### src/rtl/hq_spi_rab_bridge.sv
// SPI-slave (mode 0, MSB first) to RAB-master bridge: oversamples the SPI pins on sys_clk,
// issues one-cycle register-bus strobes and waits for ack with a watchdog.
//
// state    | meaning
// ---------+------------------------------------------------------------
// S_IDLE   | no frame; waits for synced chip select low
// S_CMD    | shifting byte0 {rw, 6'b0, addr[8]}
// S_ADDR   | shifting byte1 addr[7:0]
// S_DATA   | shifting data bytes (write payload or read dummy)
// S_WAIT   | access strobed, waiting for rab_ack or watchdog expiry
module hq_spi_rab_bridge #(
    parameter int RAB_ADDR_WIDTH = 9,
    parameter int RAB_DATA_WIDTH = 8,
    parameter int ACK_TIMEOUT    = 16
) (
    input  logic                      sys_clk,
    input  logic                      sys_rst,
    input  logic                      spi_csn,
    input  logic                      spi_sck,
    input  logic                      spi_mosi,
    output logic                      spi_miso,
    output logic                      spi_miso_oe,
    output logic                      rab_write,
    output logic                      rab_read,
    output logic [RAB_ADDR_WIDTH-1:0] rab_addr,
    output logic [RAB_DATA_WIDTH-1:0] rab_wdata,
    input  logic                      rab_ack,
    input  logic [RAB_DATA_WIDTH-1:0] rab_rdata,
    output logic                      rab_timeout
);

    localparam int TW = $clog2(ACK_TIMEOUT + 1);

    localparam logic [2:0] S_IDLE = 3'd0;
    localparam logic [2:0] S_CMD  = 3'd1;
    localparam logic [2:0] S_ADDR = 3'd2;
    localparam logic [2:0] S_DATA = 3'd3;
    localparam logic [2:0] S_WAIT = 3'd4;

    logic [1:0] csn_sync_q;
    logic [2:0] sck_sync_q;
    logic [1:0] mosi_sync_q;

    logic                      csn_s;
    logic                      mosi_s;
    logic                      sck_rise;
    logic                      sck_fall;

    logic [2:0]                state_q, state_d;
    logic [2:0]                bit_cnt_q, bit_cnt_d;
    logic [6:0]                rx_q, rx_d;
    logic [7:0]                tx_q, tx_d;
    logic                      rw_q, rw_d;
    logic                      addr_hi_q, addr_hi_d;
    logic                      err_q, err_d;
    logic [RAB_ADDR_WIDTH-1:0] addr_q, addr_d;
    logic [RAB_DATA_WIDTH-1:0] wdata_q, wdata_d;
    logic                      rd_q, rd_d;
    logic                      wr_q, wr_d;
    logic [TW-1:0]             tmr_q, tmr_d;

    logic [7:0] rx_byte;
    logic       in_frame;
    logic       byte_done;
    logic       wait_tick;
    logic       timed_out;
    logic       acc_done;

    always_ff @(posedge sys_clk or posedge sys_rst) begin
        if (sys_rst) begin
            csn_sync_q  <= 2'b11;
            sck_sync_q  <= 3'b000;
            mosi_sync_q <= 2'b00;
        end else begin
            csn_sync_q  <= {csn_sync_q[0], spi_csn};
            sck_sync_q  <= {sck_sync_q[1:0], spi_sck};
            mosi_sync_q <= {mosi_sync_q[0], spi_mosi};
        end
    end

    assign csn_s    = csn_sync_q[1];
    assign mosi_s   = mosi_sync_q[1];
    assign sck_rise = sck_sync_q[1] & ~sck_sync_q[2];
    assign sck_fall = ~sck_sync_q[1] & sck_sync_q[2];

    assign rx_byte   = {rx_q, mosi_s};
    assign in_frame  = (state_q == S_CMD) || (state_q == S_ADDR) || (state_q == S_DATA);
    assign byte_done = in_frame && !csn_s && sck_rise && (bit_cnt_q == 3'd7);

    // The strobe cycle itself never counts: the register file acks one cycle later.
    assign wait_tick = (state_q == S_WAIT) && !(rd_q || wr_q);
    assign timed_out = wait_tick && !rab_ack && (tmr_q == TW'(1));
    assign acc_done  = wait_tick && (rab_ack || (tmr_q == TW'(1)));

    always_comb begin
        state_d   = state_q;
        bit_cnt_d = bit_cnt_q;
        rx_d      = rx_q;
        tx_d      = tx_q;
        rw_d      = rw_q;
        addr_hi_d = addr_hi_q;
        err_d     = err_q;
        addr_d    = addr_q;
        wdata_d   = wdata_q;
        rd_d      = 1'b0;
        wr_d      = 1'b0;
        tmr_d     = tmr_q;

        case (state_q)
            S_IDLE: begin
                if (!csn_s) begin
                    state_d   = S_CMD;
                    bit_cnt_d = 3'd0;
                    tx_d      = {7'b0, err_q};
                end
            end
            S_CMD, S_ADDR, S_DATA: begin
                if (csn_s) begin
                    state_d = S_IDLE;
                end else begin
                    if (sck_rise) begin
                        rx_d      = rx_byte[6:0];
                        bit_cnt_d = bit_cnt_q + 3'd1;
                    end
                    // A zero bit count means the fall belongs to the previous byte.
                    if (sck_fall && (bit_cnt_q != 3'd0)) begin
                        tx_d = {tx_q[6:0], 1'b0};
                    end
                    if (byte_done) begin
                        tx_d = 8'h00;
                        case (state_q)
                            S_CMD: begin
                                rw_d      = rx_byte[7];
                                addr_hi_d = rx_byte[0];
                                err_d     = 1'b0;
                                state_d   = S_ADDR;
                            end
                            S_ADDR: begin
                                addr_d = RAB_ADDR_WIDTH'({addr_hi_q, rx_byte});
                                if (rw_q) begin
                                    rd_d    = 1'b1;
                                    tmr_d   = TW'(ACK_TIMEOUT);
                                    state_d = S_WAIT;
                                end else begin
                                    state_d = S_DATA;
                                end
                            end
                            default: begin
                                if (rw_q) begin
                                    addr_d = addr_q + RAB_ADDR_WIDTH'(1);
                                    rd_d   = 1'b1;
                                end else begin
                                    wr_d    = 1'b1;
                                    wdata_d = RAB_DATA_WIDTH'(rx_byte);
                                end
                                tmr_d   = TW'(ACK_TIMEOUT);
                                state_d = S_WAIT;
                            end
                        endcase
                    end
                end
            end
            S_WAIT: begin
                if (acc_done) begin
                    if (rw_q) begin
                        tx_d = rab_ack ? 8'(rab_rdata) : 8'h00;
                    end else begin
                        addr_d = addr_q + RAB_ADDR_WIDTH'(1);
                    end
                    if (timed_out) begin
                        err_d = 1'b1;
                    end
                    state_d = csn_s ? S_IDLE : S_DATA;
                end else if (wait_tick) begin
                    tmr_d = tmr_q - TW'(1);
                end
            end
            default: state_d = S_IDLE;
        endcase
    end

    always_ff @(posedge sys_clk or posedge sys_rst) begin
        if (sys_rst) begin
            state_q   <= S_IDLE;
            bit_cnt_q <= 3'd0;
            rx_q      <= 7'd0;
            tx_q      <= 8'd0;
            rw_q      <= 1'b0;
            addr_hi_q <= 1'b0;
            err_q     <= 1'b0;
            addr_q    <= '0;
            wdata_q   <= '0;
            rd_q      <= 1'b0;
            wr_q      <= 1'b0;
            tmr_q     <= '0;
        end else begin
            state_q   <= state_d;
            bit_cnt_q <= bit_cnt_d;
            rx_q      <= rx_d;
            tx_q      <= tx_d;
            rw_q      <= rw_d;
            addr_hi_q <= addr_hi_d;
            err_q     <= err_d;
            addr_q    <= addr_d;
            wdata_q   <= wdata_d;
            rd_q      <= rd_d;
            wr_q      <= wr_d;
            tmr_q     <= tmr_d;
        end
    end

    assign spi_miso    = tx_q[7];
    assign spi_miso_oe = ~csn_s;
    assign rab_read    = rd_q;
    assign rab_write   = wr_q;
    assign rab_addr    = addr_q;
    assign rab_wdata   = wdata_q;
    assign rab_timeout = timed_out;

endmodule
### config.mk
export PLATFORM = sky130hd
export DESIGN_NAME = hq_spi_rab_bridge
export DESIGN_NICKNAME = d
export VERILOG_FILES = /design/src/rtl/hq_spi_rab_bridge.sv
export SDC_FILE = /design/constraint.sdc
export NUM_CORES = 1
export LEC_CHECK = 0
export CAP_MARGIN = 25
export CORE_MARGIN = 1.5
export CORE_UTILIZATION = 25
export CTS_BUF_LIST = sky130_fd_sc_hd__clkbuf_4 sky130_fd_sc_hd__clkbuf_8
export DETAILED_ROUTE_END_ITERATION = 8
export HOLD_SLACK_MARGIN = 0.03
export PLACE_DENSITY_LB_ADDON = 0.1
export SETUP_SLACK_MARGIN = 0.4
export SLEW_MARGIN = 20
export SYNTH_ARGS = -nofsm -noshare
export SYNTH_HDL_FRONTEND = slang
export SYNTH_SLANG_ARGS = --single-unit
export TNS_END_PERCENT = 10
### constraint.sdc
create_clock -name sys_clk -period 2.5 [get_ports sys_clk]
set_input_delay 0.375 -clock sys_clk [delete_from_list [all_inputs] [get_ports sys_clk]]
set_output_delay 0.375 -clock sys_clk [all_outputs]
set_load 0.005 [all_outputs]
==> results.toml, run 1 <==
[floorplanning]
initial_core_util_pct = 25.96
die_area_um2 = 11450
num_rows = 37
die-height_um = 107.0
core_area_um2 = 10420
num_io_pins = 36
die_w_um = 107.0

[layout]
drive_above_1_share_pct = 25.17
final_common_cell = "dfrtp_1"
final_nets = 313
stdcell_count = 430
seq_area_um2 = 1380
utilization_pct = 33.59
mostFrequentLayoutCells = "52 x dfrtp_1, 34 x clkdlybuf4s50_1, 18 x nor2_1"
final_area_um2 = 3498
multi_input_area_um2 = 1269
insertedDiodeCount = 0
num-fill-cells = 1089
synthToLayoutAreaGrowth_pct = 29.38

[setup_path]
required_ns = 2.70
r2r-end = "tx_q[7]"
path_max_fanout = 8
r2r.worst_path.cells = 7
worstPathArrival_ns = 2.34
endpoint_kind = "flip-flop"
reg2reg_from = "tmr_q[1]"
worst-setup-path-type = "reg2reg"
reg2reg_slack_ns = 0.36
cp-start-kind = "flip-flop"

[hold_path]
worstHoldPathType = "in2async"

[synthesis]
yosysWarnings = 0
synth_top_cell_area_share_pct = 49.05
yosysTopAreaCell = "dfrtp_1"
syn_avg_cell_area_um2 = 10.90
netlist_instances = 248
synth-seq-cells = 55
synth_cell_types = 49
ys.flop_type = "dfrtp_1"
async_flop_share_pct = 100.0
synth.area.top_cells = "dfrtp_1 49%, mux2_2 7.1%, mux2_4 4.4%, ha_1 2.8%, o21ai_0 2.8%"
synth_nets = 268
syn_area_um2 = 2704
ys_seq_area_share_pct = 50.99
synth_edf_count = 0

[routing]
wl_um = 6071
vias_per_cell = 4.526
wl_met2_um = 2741
vias = 1946
dr_wl_met3_um = 278
drcViolationCount = 0
ant_nets = 0
first_iter_violations = 66
wl_met1_um = 2994
wl_per_cell_um = 14.12
top_layer = "met4"
drtPass1Iterations = 4

[timing]
fin_worst_skew_ns = 0.007335
tightestPinTransition_ns = 0.5262
hold_viol = 0
finalCriticalPeriod_ns = 2.142
fmaxAchievable_ghz = 0.4669
worst_slew_margin_rel_pct = 64.79
fin_ws_ns = 0.3581
rsz0062_at_grt = "yes"
period_share_pct = 85.68
tns_ns = 0
maxSlewViolCount = 0
setup_violations = 0

[placed_design]
dpl_cell_area_um2 = 3273
placed_cells_incl_taps = 416
place_ws_ns = 0.1492
dpl.hpwl_um = 4116
port_buffers = 35
gp_congestion = 0.7436

[power]
p_leak_uw = 0.001550
p_comb_share_pct = 19.6
power_density_nw_per_um2 = 611.3
intPower_uw = 1557
p_sw_share_pct = 27.18
p_sw_uw = 581.3
p_seq_share_pct = 51.4
clkPwrFrac_pct = 28.9
irDropWorstVdd_uv = 225.2

[cts]
insertion_delay_ns = 0.31
h-tree-depth = 2
cts_hold_buf = 0
numCtsBuffers = 5
cts_tree = "yes"
clkTransAtPathRegs_ns = 0.10
cts_sinks = 55
max-clock-path-buffers = 2
clock-root-buffer = "clkbuf_8"

[global_route]
overflow = 0
first_global_vias = 2102
grt_use_total_pct = 11.35
grt_max_degree = 41
antenna_found_initial = 0
grt_pass1_wl_um = 10270

[run_status]
status = "finished clean"

[flow_run]
drv_cap = 0
Yosys cell counts (all sizes together) (2+ instances only):
library cell   n
o22ai          2
nand2b         5
clkbuf        10
nand2         13
o21a           2
o22a           5
nor3           6
buf            5
mux2i          3
a31o           2
and3           3
dfstp          2
o31ai          2
mux2          25
dfrtp         53
nor4b          2
o21ai         16
a21oi         13
nor3b          2
or4            2
and2           3
nand3          7
a22o           7
nor2          19
nand4          2
nor4           2
inv           14
ha             6
or2            2
stage by stage:
step | total power (uW) | hold slack [ns]
finish | 2139 | 0.3479
global route | 2272 | 0.3710
CTS | 2184 | 0.3454
detailed placement | 1535 | 0.3356
global placement | 1535 | 0.3313
floorplan | 1416 | 0.3312
cell families after synthesis:
family | Yosys count | share of synthesized area (%)
fa+ha+maj | 6 | 2.776
compound gates | 56 | 14.25
xor+xnor | 1 | 0.3240
simple gates | 73 | 14.44
flops | 55 | 50.99
mux | 28 | 12.63
buf+inv | 29 | 4.581
repair_timing:
item	in CTS	in global routing
resized for setup	9	13
setup endpoints to repair	18	33
pin swaps	1	1
hold endpoints to repair	0	0
buffers inserted	4	2
how the worst max path moves through the flow:
stage / from / to / cells after the start
floorplan: tmr_q[1] / tx_q[0] / 9
global placement: tmr_q[1] / tx_q[5] / 7
detailed placement: tmr_q[1] / tx_q[6] / 7
CTS: tmr_q[1] / tx_q[7] / 7
global route: tmr_q[1] / tx_q[7] / 7
finish: tmr_q[1] / tx_q[7] / 7
power by group through the flow:
stage / sequential, uW / combinational, uW / clock, uW
2_1_floorplan: 1070 / 348 / 0
3_3_place_gp: 1120 / 414 / 0
3_5_place_dp: 1120 / 414 / 0
4_1_cts: 1100 / 427 / 654
5_1_grt: 1120 / 470 / 683
6_report: 1100 / 420 / 618
state kept, by name, summed over array words and instances, names as in the netlist:
| signal | count |
|---|---|
| rab_addr | 9 |
| rab_wdata | 8 |
| tx_q | 8 |
| rx_q | 7 |
| tmr_q | 5 |
| bit_cnt_q | 3 |
| sck_sync_q | 3 |
| state_q | 3 |
| csn_sync_q | 2 |
| mosi_sync_q | 2 |
| addr_hi_q | 1 |
| err_q | 1 |
| rab_read | 1 |
| rab_write | 1 |
| rw_q | 1 |
per-layer routing:
layer	vias to the layer above	global-route usage (%)
li1	967	-
met1	932	14.85
met2	40	18.41
met3	7	2.979
met4	0	3.333
met5	-	0
layout make-up:
cell class	instances	area share (%)
clock buffers	6	2.361
flip-flops and latches	55	39.45
clock inverters	2	1.001
repair buffers	53	14.56
multi-input cells	164	36.27
well taps	136	4.864
inverters	14	1.502
worst max-delay path: stages (launching register included):
cell and delay, ns:
dfrtp_1 0.40, inv_2 0.08, ha_4 0.11, or4b_4 0.49, a211oi_4 0.24, nand2b_4 0.17, o21a_4 0.23, mux2_4 0.32
Power figures use the tool's default switching activity.
==> run 2, diff against run 1 <==
--- a/config.mk
+++ b/config.mk
@@ -6,13 +6,14 @@
 export NUM_CORES = 1
 export LEC_CHECK = 0
 export CAP_MARGIN = 25
-export CORE_MARGIN = 1.5
+export CORE_MARGIN = 4
 export CORE_UTILIZATION = 25
 export CTS_BUF_LIST = sky130_fd_sc_hd__clkbuf_4 sky130_fd_sc_hd__clkbuf_8
 export DETAILED_ROUTE_END_ITERATION = 8
 export HOLD_SLACK_MARGIN = 0.03
 export PLACE_DENSITY_LB_ADDON = 0.1
 export SETUP_SLACK_MARGIN = 0.4
+export SKIP_LAST_GASP = 1
 export SLEW_MARGIN = 20
 export SYNTH_ARGS = -nofsm -noshare
 export SYNTH_HDL_FRONTEND = slang
==> results.toml, run 2 (synthesized netlist as in run 1, its figures left out) <==
[placed_design]
gp_congestion = 0.7238
port_buffers = 35
dpl.hpwl_um = 4339

[setup_path]
r2r.worst_path.cells = 7
required_ns = 2.70
reg2reg_slack_ns = 0.34
reg2reg_from = "tmr_q[1]"
worstPathArrival_ns = 2.36
path_max_fanout = 8
worst-setup-path-type = "reg2reg"
r2r-end = "tx_q[5]"
cp-start-kind = "flip-flop"
endpoint_kind = "flip-flop"

[cts]
cts_tree = "yes"
clkTransAtPathRegs_ns = 0.10
clock-root-buffer = "clkbuf_8"
h-tree-depth = 2
numCtsBuffers = 5
cts_sinks = 55
cts_hold_buf = 0
insertion_delay_ns = 0.31
max-clock-path-buffers = 2

[run_status]
status = "finished clean"

[layout]
synthToLayoutAreaGrowth_pct = 30.73
largest_reg_flops = 9
mostFrequentLayoutCells = "52 x dfrtp_1, 34 x clkdlybuf4s50_1, 18 x nor2_1"
insertedDiodeCount = 0
final_nets = 317
utilization_pct = 33.93
num-fill-cells = 1080
final_common_cell = "dfrtp_1"
drive_above_1_share_pct = 25.59

[timing]
finalCriticalPeriod_ns = 2.156
hold_viol = 0
tightestPinTransition_ns = 0.5695
fmaxAchievable_ghz = 0.4638
rsz0062_at_grt = "yes"
fin_worst_skew_ns = 0.005865
setup_violations = 0
maxSlewViolCount = 0
worst_slew_margin_rel_pct = 61.93
tns_ns = 0
period_share_pct = 86.25

[floorplanning]
initial_core_util_pct = 25.96
die-height_um = 112.0
core_area_um2 = 10420
num_rows = 37
die_w_um = 112.0
num_io_pins = 36
die_area_um2 = 12540

[global_route]
grt_max_degree = 23
grt_use_total_pct = 10.59
overflow = 0
grt_pass1_wl_um = 10870
first_global_vias = 2080
antenna_found_initial = 0

[hold_path]
min_from = "mosi_sync_q[0]"
min_to = "mosi_sync_q[1]"
hold_depth = 0
worstHoldPathType = "reg2reg"

[power]
irDropWorstVdd_uv = 235.7
power_density_nw_per_um2 = 598.1
p_leak_uw = 0.001571

[routing]
wl_per_cell_um = 14.93
wl_um = 6463
first_iter_violations = 74
drcViolationCount = 0
ant_nets = 0
drtPass1Iterations = 4
vias = 1982
vias_per_cell = 4.577

[flow_run]
drv_cap = 0
run 2: cell count changes in the layout (fill, tap and decap cells not counted):
cell,delta
buf_4,+2
buf_6,+1
clkbuf_16,+1
clkbuf_4,+1
clkbuf_8,-1
clkinv_2,-1
ha_1,+1
ha_4,-1
o211ai_2,-1
o211ai_4,+1
run 2: worst max-delay path by stage:
stage,startpoint,end,slack (ns)
finish,tmr_q[1],tx_q[5],0.34
global route,tmr_q[1],tx_q[7],0.25
CTS,tmr_q[1],rab_addr[0],0.30
detailed placement,tmr_q[1],tx_q[5],0.15
global placement,tmr_q[1],tx_q[5],0.19
floorplan,tmr_q[1],tx_q[0],0.29
run 2: power by group:
part / leakage, uW / total (uW) / internal (uW) / switching [uW]
logic: 0.000802 / 411 / 229 / 182
clock network: 0.0000547 / 599 / 305 / 293
registers: 0.000714 / 1100 / 997 / 107
total: 0.00157 / 2110 / 1530 / 583
run 2: layer usage:
layer	vias up	routed length [um]	GRT usage, %
met1	959	3322	15.11
met2	40	2782	15.75
met3	7	292	3.152
li1	976	-	-
met4	0	65	2.644
met5	-	0	0
run 2: cell type report:
type,instances,area (um^2),share of cell area (%)
inverters,14,52.55,1.487
clock inverters,1,30.03,0.8496
flip-flops and latches,55,1380,39.04
well taps,136,170.2,4.814
clock buffers,6,76.32,2.159
repair buffers,57,560.5,15.86
multi-input cells,164,1265,35.79
run 2: timing repair:
action	in CTS	in global routing
setup buffers	6	2
endpoints found under the setup margin	27	42
gates resized for setup	8	14
pin swaps	1	2
cloned	0	1
endpoints found under the hold margin	0	0
run 2: critical path: stages, from the launching register on:
cell and delay [ns]:
dfrtp_1 0.41, inv_2 0.08, ha_4 0.11, or4b_4 0.49
a211oi_4 0.25, nand2b_4 0.17, o21a_4 0.22, mux2_4 0.32
run 2: stage by stage:
stage	power, uW	cells	area [um^2]	hold WS (ns)	worst slack [ns]
floorplan	1416	248	2709	0.3312	0.2898
global placement	1527	417	3281	0.3353	0.1905
detailed placement	1525	417	3281	0.3358	0.1468
CTS	2154	430	3457	0.3591	0.3044
global route	2246	433	3535	0.3690	0.2474
finish	2114	433	3535	0.3542	0.3438
